$ cat src/rtl/axis_pkg.sv
// rtl/axis_pkg.sv - shared defaults and width helper for the AXI-Stream FIFO slice
//
// Contents:
//   AXIS_DATA_WIDTH  default stream word width in bits
//   AXIS_SKID        default free-entry reserve, covers the one-cycle valid lag upstream
//   clog2()          ceiling log2, used to size pointers and the entry count

package axis_pkg;

    localparam int AXIS_DATA_WIDTH = 32;
    localparam int AXIS_SKID       = 1;

    function automatic int clog2(input int value);
        int r;
        r = 0;
        while ((1 << r) < value) begin
            r = r + 1;
        end
        return r;
    endfunction

endpackage

$ cat src/rtl/axis_fifo_ram.sv
// rtl/axis_fifo_ram.sv - FIFO storage array, synchronous write, asynchronous read
//
// Ports:
//   axi_clk  clock for the write port
//   we       write enable
//   waddr    write address
//   wdata    write data
//   raddr    read address
//   rdata    read data, combinational from raddr

module axis_fifo_ram #(
    parameter int DATA_WIDTH = 32,
    parameter int DEPTH      = 16,
    parameter int ADDR_W     = 4
) (
    input  logic                  axi_clk,
    input  logic                  we,
    input  logic [ADDR_W-1:0]     waddr,
    input  logic [DATA_WIDTH-1:0] wdata,
    input  logic [ADDR_W-1:0]     raddr,
    output logic [DATA_WIDTH-1:0] rdata
);

    // Contents are deliberately not reset; only the pointers define validity.
    logic [DATA_WIDTH-1:0] mem [DEPTH];

    always_ff @(posedge axi_clk) begin
        if (we) begin
            mem[waddr] <= wdata;
        end
    end

    assign rdata = mem[raddr];

endmodule

$ cat src/rtl/axis_skid_fifo.sv
// rtl/axis_skid_fifo.sv - FWFT AXI-Stream FIFO with early ready drop and sticky overflow
//
// Ports:
//   axi_clk       clock, rising edge
//   axi_reset     synchronous active-high reset
//   s_axis_valid  upstream beat present
//   s_axis_data   upstream word
//   s_axis_ready  space advertisement, drops while SKID entries remain free
//   m_axis_valid  head of FIFO present
//   m_axis_data   head of FIFO word
//   m_axis_ready  downstream accepts
//   fill_level    current entry count, 0..DEPTH
//   overflow      sticky: a beat arrived while full and was discarded
//   overflow_clr  clears overflow

module axis_skid_fifo
    import axis_pkg::*;
#(
    parameter int DATA_WIDTH = AXIS_DATA_WIDTH,
    parameter int DEPTH      = 16,
    parameter int SKID       = AXIS_SKID
) (
    input  logic                   axi_clk,
    input  logic                   axi_reset,
    input  logic                   s_axis_valid,
    input  logic [DATA_WIDTH-1:0]  s_axis_data,
    output logic                   s_axis_ready,
    output logic                   m_axis_valid,
    output logic [DATA_WIDTH-1:0]  m_axis_data,
    input  logic                   m_axis_ready,
    output logic [clog2(DEPTH):0]  fill_level,
    output logic                   overflow,
    input  logic                   overflow_clr
);

    localparam int PTR_W = clog2(DEPTH);
    localparam int CNT_W = PTR_W + 1;

    logic [PTR_W-1:0] wr_ptr;
    logic [PTR_W-1:0] rd_ptr;
    logic [CNT_W-1:0] count;

    logic pop;
    logic push;
    logic full;
    logic drop;

    assign full = (count == CNT_W'(DEPTH));
    assign pop  = m_axis_valid & m_axis_ready;
    // Push ignores s_axis_ready: beats that arrive after ready falls still
    // land in the reserved skid entries. A pop frees a slot in the same edge.
    assign push = s_axis_valid & (~full | pop);
    assign drop = s_axis_valid & full & ~pop;

    // Ready comes from the count register only, so no input-to-output path.
    assign s_axis_ready = ~axi_reset & (count <= CNT_W'(DEPTH - 1 - SKID));
    assign m_axis_valid = (count != '0);
    assign fill_level   = count;

    always_ff @(posedge axi_clk) begin
        if (axi_reset) begin
            wr_ptr <= '0;
            rd_ptr <= '0;
            count  <= '0;
        end else begin
            if (push) begin
                wr_ptr <= wr_ptr + PTR_W'(1);
            end
            if (pop) begin
                rd_ptr <= rd_ptr + PTR_W'(1);
            end
            if (push && !pop) begin
                count <= count + CNT_W'(1);
            end else if (pop && !push) begin
                count <= count - CNT_W'(1);
            end
        end
    end

    // A fresh drop wins over a clear in the same cycle.
    always_ff @(posedge axi_clk) begin
        if (axi_reset) begin
            overflow <= 1'b0;
        end else if (drop) begin
            overflow <= 1'b1;
        end else if (overflow_clr) begin
            overflow <= 1'b0;
        end
    end

    axis_fifo_ram #(
        .DATA_WIDTH (DATA_WIDTH),
        .DEPTH      (DEPTH),
        .ADDR_W     (PTR_W)
    ) u_ram (
        .axi_clk (axi_clk),
        .we      (push & ~axi_reset),
        .waddr   (wr_ptr),
        .wdata   (s_axis_data),
        .raddr   (rd_ptr),
        .rdata   (m_axis_data)
    );

endmodule

$ cat config.mk
export PLATFORM = sky130hd
export DESIGN_NAME = axis_skid_fifo
export DESIGN_NICKNAME = d
export VERILOG_FILES = /design/src/rtl/axis_pkg.sv /design/src/rtl/axis_fifo_ram.sv /design/src/rtl/axis_skid_fifo.sv
export SDC_FILE = /design/constraint.sdc
export NUM_CORES = 1
export LEC_CHECK = 0
export CAP_MARGIN = 40
export CORE_AREA = 8 8 375 194
export DETAILED_ROUTE_END_ITERATION = 6
export DIE_AREA = 0 0 383 202
export GPL_ROUTABILITY_DRIVEN = 0
export GPL_TIMING_DRIVEN = 0
export PLACE_DENSITY = 0.52
export SYNTH_ARGS = -nofsm -noshare
export SYNTH_HDL_FRONTEND = slang
export SYNTH_HIERARCHICAL = 1
export SYNTH_SLANG_ARGS = --single-unit
$ cat constraint.sdc
create_clock -name axi_clk -period 5.9 [get_ports axi_clk]
set_input_delay 0.59 -clock axi_clk [delete_from_list [all_inputs] [get_ports axi_clk]]
set_output_delay 0.59 -clock axi_clk [all_outputs]
set_load 0.03 [all_outputs]
Yosys cells after proc, flatten, opt, wreduce, memory -nomap -nowiden
Memories as Yosys holds them, arrays and structs flattened. A register that Yosys moved wholly into a read port is not among the register bits.
Cells that the tools add are included.
- register bits: 14
- RAM bits: 512
- bits of input ports: 37
- output and inout bits: 40
- logic and storage cells: 36
- memories kept: 1
- $add $sub $neg: 4
- $lt $le $gt $ge: 1
- equality and inequality tests: 1
- muxes and demuxes: 8
- bitwise logic cells: 10
- reductions and logical operators: 7
- memory list (memory ; words ; bits a word ; rd ports ; clocked after memory_dff ; wr ports ; line ; RTL):
    u_ram.mem ; 16 ; 32 ; 1 ; 1 ; 1 ; axis_fifo_ram.sv:25 ; logic [DATA_WIDTH-1:0] mem [DEPTH];
- operators by type and width (kind ; number):
    two-way mux 5 bit ; 2
    adder 4 x 1 -> 4 bit (second input constant) ; 2
    two-way mux 4 bit ; 2
    bitwise AND 1 bit ; 6
    adder 5 x 1 -> 5 bit (second input constant) ; 1
    == test 5 bit (second input constant) ; 1
    <= comparator 5 x 4 -> 1 bit (second input constant) ; 1
    nonzero test 5 bit ; 1
    subtractor 5 x 1 -> 5 bit (second input constant) ; 1
    two-way mux 1 bit ; 4
    nonzero test 2 bit ; 2
    NOT 1 bit ; 3
    logical AND 1 bit ; 2
    logical NOT 1 bit ; 2
    bitwise OR 1 bit ; 1

Logic depth before layout (Yosys ltp)
- word-level depth: 8
- mapped depth: 11

Hierarchy
The synthesis kept the hierarchy.
- modules (own cells, without submodules) (module ; instances ; cells an instance ; area each (um2)):
    axis_fifo_ram ; 1 ; 806 ; 19213.4
    axis_skid_fifo ; 1 ; 88 ; 783.3

Worst setup path before layout
No wires, ideal clock.
- kind: register to register
- from: reg count[0] (netlist: fill_level[0])
- to: mem u_ram.mem[0][0], enable pin
- setup time: 461 ps
- arrival time: 3897 ps
- required time: 5439 ps
- setup slack: 1542 ps
- cell stages (with the launch flop): 7
- cell sequence: dfxtp_1 -> or4_1 -> buf_2 -> o21ai_4 -> nor2_1 -> or3b_2 -> nor3_1
- word-level cells in the longest chain between the ends: 7
- elaborated cells between the ends (all ways): 9
- classes of those cells: eq/ne: 1; mux: 2; bitwise: 5; reduce/logical: 1
- ends and longest elaborated chain (element ; line ; RTL):
    start, declared ; axis_skid_fifo.sv:41 ; logic [CNT_W-1:0] count;
    start signal, assigned ; axis_skid_fifo.sv:73 ; count <= count + CNT_W'(1);
    start signal, assigned ; axis_skid_fifo.sv:75 ; count <= count - CNT_W'(1);
    nonzero test 5 bit or == test 5 bit (tied branches) ; axis_skid_fifo.sv:57, axis_skid_fifo.sv:48 ;
    bitwise AND 1 bit or NOT 1 bit (tied branches) ; axis_skid_fifo.sv:49, axis_skid_fifo.sv:52 ;
    bitwise OR 1 bit * ; axis_skid_fifo.sv:52 ; assign push = s_axis_valid & (~full | pop);
    bitwise AND 1 bit * ; axis_skid_fifo.sv:52 ;
    bitwise AND 1 bit * ; axis_skid_fifo.sv:97 ; .we (push & ~axi_reset),
    two-way mux 1 bit * ; axis_fifo_ram.sv:28 ; if (we) begin
    two-way mux 1 bit (not written as such) * ; axis_fifo_ram.sv:29 ; mem[waddr] <= wdata;
    end, declared ; axis_fifo_ram.sv:25 ;
Every way passes the cells marked *; elsewhere a longest branch is shown, timed or not.

==> impl_metrics.yaml <==
global_route:
  track_usage: 0.124
  grt_pass1_vias: 9950
  antenna_found_initial: 0
  grt_max_degree: 21
  grt_overflow: 0
  grt_pass1_wl_microns: 70900
finish:
  layout-drive-gt1-share: 0.246
  final_cells: 1999
  antenna_cells: 0
  areaGrowthSynthToFinish_pct: 20.3
  nNetsFinal: 1101
  nFillCells: 6210
power_and_ir_drop:
  switchingPower_w: 0.00264
  seq_power_share: 0.439
  power.internal_w: 0.00695
  p_clk_frac: 0.315
  p_per_area_nw_per_um2: 399
  switching_share: 0.276
  leakage_nw: 7.34
  combPwrFrac: 0.246
  ir_worst_vdd_mv: 0.236
critical_path:
  path_class: "reg -> out"
  arrival_ns: 3.59
  cp.required_ns: 5.31
  crit_path_max_fanout: 10
  crit_path_end_kind: "output pin"
  start_kind: "register"
timing:
  maxSlewViolCount: 0
  rsz0062_at_grt: "false"
  slew_headroom: 0.379
  worst_pin_slew_ns: 0.932
  tns_ns: 0
  fmax_mhz: 239
  setup_viol: 0
  min_period_ns: 4.18
  fin_crit_sh: 0.708
  finClkSkew_ns: 0.00981
  finalHoldViolCount: 0
clocking:
  cts_tree: "built"
  cts_buffer_depth: 3
  cts_root_buf: "clkbuf_16"
  insertion_delay_ns: 0.57
  post_cts_buffers: 0
  cts_sinks: 526
  cts_made_buffers: 46
  htree_num_levels: 2
  ctsHoldBuffers: 0
  cts_resized: 0
  path_clk_slew_ns: 0.06
detailed_routing:
  wl_met1_microns: 24400
  wl_met3_microns: 2950
  routed_wl_microns: 48600
  drc: 0
  via_per_inst: 4.81
  num_vias: 9607
  top_layer_used: "met4"
  wl_per_cell_microns: 24.3
  ant_nets: 0
  dr_wl_met2_microns: 20700
  drt-initial-drc-count: 994
  firstDrtPassIters: 5
yosys:
  netlist.area_leader.share: 0.769
  synth-async-reset-ratio: 0
  seq_area_frac_synth: 0.783
  ys_seq_elements: 526
  synthTopCellsByArea: "edfxtp_1 77%, mux4_2 14%, a22oi_1 2.4%"
  synth-edff-count: 512
  synth_top_area_cell: "edfxtp_1"
  synth.distinct_cells: 35
  netlist_instances: 894
  syn_area_sq_um: 20000
  synth_fp_nets: 938
  post_synth.cell_area_avg_sq_um: 22.4
  ys_warn_count: 6
  synth_top_flop_cell: "edfxtp_1"
floorplan:
  dieArea_sq_um: 77400
  die_w_microns: 383
  rows: 68
  start_util: 0.295
  boundaryPins: 77
  fp.coreArea_sq_um: 67800
  die_y_microns: 202
placed_design:
  dp.cells: 1917
  io_buffers: 75
  dpl.hpwl_microns: 32700
worst_hold_path:
  min_path_type: "in -> reg"
flow_run:
  timing.max_cap.violations: 0
run_status:
  outcome: "completed"
state kept, by name (all words and copies together) (netlist names):
name	cells
fill_level	5
wr_ptr	4
rd_ptr	4
u_ram/mem	512
overflow	1
through the flow:
stage	worst slack [ns]	power (W)	util	hold WS, ns	area (sq um)
5_1_grt	1.54	0.00999	0.355	0.452	24100
6_report	1.72	0.00959	0.355	0.425	24100
3_5_place_dp	1.84	0.00670	0.333	0.576	22600
2_1_floorplan	1.54	0.00586	-	0.521	20000
3_3_place_gp	-1.89	0.00665	0.323	0.563	21900
4_1_cts	1.64	0.00974	0.355	0.383	24000
critical path: stages (launching register included):
cell	delay, ns
dfxtp_1	0.42
buf_2	0.32
buf_1	0.66
mux4_2	0.44
a22oi_1	0.36
nand2_1	0.17
clkdlybuf4s50_1	0.63
power groups by stage:
stage	Sequential (W)	Combinational (W)	Clock, W
6_report	0.00421	0.00236	0.00302
5_1_grt	0.00421	0.00254	0.00324
4_1_cts	0.00421	0.00242	0.00311
3_5_place_dp	0.00429	0.00241	0
3_3_place_gp	0.00429	0.00236	0
2_1_floorplan	0.00430	0.00156	0
cells in the mapped netlist (all sizes together), types with 3 or more instances:
cell	number
edfxtp	512
mux4	128
a22oi	64
nand2	34
nor2	34
buf	27
clkbuf	20
dfxtp	14
xor2	8
ha	6
a21oi	5
nand2b	5
inv	4
mux2i	4
nor3	4
o211ai	4
nor2b	3
cells in the final DEF (no fill, tap or decap), drive strengths merged, types with 2 or more instances in the layout:
master / count
edfxtp: 512
mux4: 128
clkbuf: 78
clkdlybuf4s50: 75
buf: 67
a22oi: 64
nand2: 34
nor2: 34
clkinv: 18
dfxtp: 14
xor2: 8
ha: 6
nand2b: 5
a21oi: 5
inv: 4
mux2i: 4
o211ai: 4
bufinv: 4
nor3: 4
nor2b: 3
o21ai: 2
and3: 2
nand3b: 2
or2: 2
logic make-up (layout without fill, tap and decap cells):
logic type | after synthesis | in the layout | share of synthesized area
xor+xnor | 8 | 8 | 0.00350
mux | 132 | 132 | 0.146
flops | 526 | 526 | 0.783
fa+ha+maj | 7 | 7 | 0.00476
compound gates | 77 | 77 | 0.0292
buf+inv | 51 | 246 | 0.0127
simple gates | 93 | 93 | 0.0208
layer usage:
metal  GRT usage  vias up
met5           0        -
li1            -     4091
met2       0.177      285
met1       0.195     5178
met4      0.0199        0
met3      0.0264       53
cell type report:
cell class,count,area [sq um],area share
inverters,4,15.0,0.000624
well taps,910,1140,0.0473
flip-flops and latches,526,15700,0.651
multi-input cells,317,4200,0.174
repair buffers,115,1350,0.0560
clock buffers,58,1260,0.0524
clock inverters,22,210,0.00874
plain buffers,47,239,0.00993
final timing paths:
| kind | startpoint | endpoint | slack [ns] | depth (start not counted) |
|---|---|---|---|---|
| hold / removal | axi_reset | wr_ptr[1]$_SDFFE_PP0N_ | 0.42 | 2 |
| setup / recovery | rd_ptr[1]$_SDFFE_PP0N_ | m_axis_data[21] | 1.72 | 6 |
| hold reg to reg | rd_ptr[3]$_SDFFE_PP0N_ | rd_ptr[3]$_SDFFE_PP0N_ | 0.59 | 2 |
| setup reg to reg | fill_level[0]$_SDFFE_PP0P_ | u_ram/mem[4][17]$_DFFE_PP_ | 2.81 | 9 |
(Power assumes the default switching activity.)
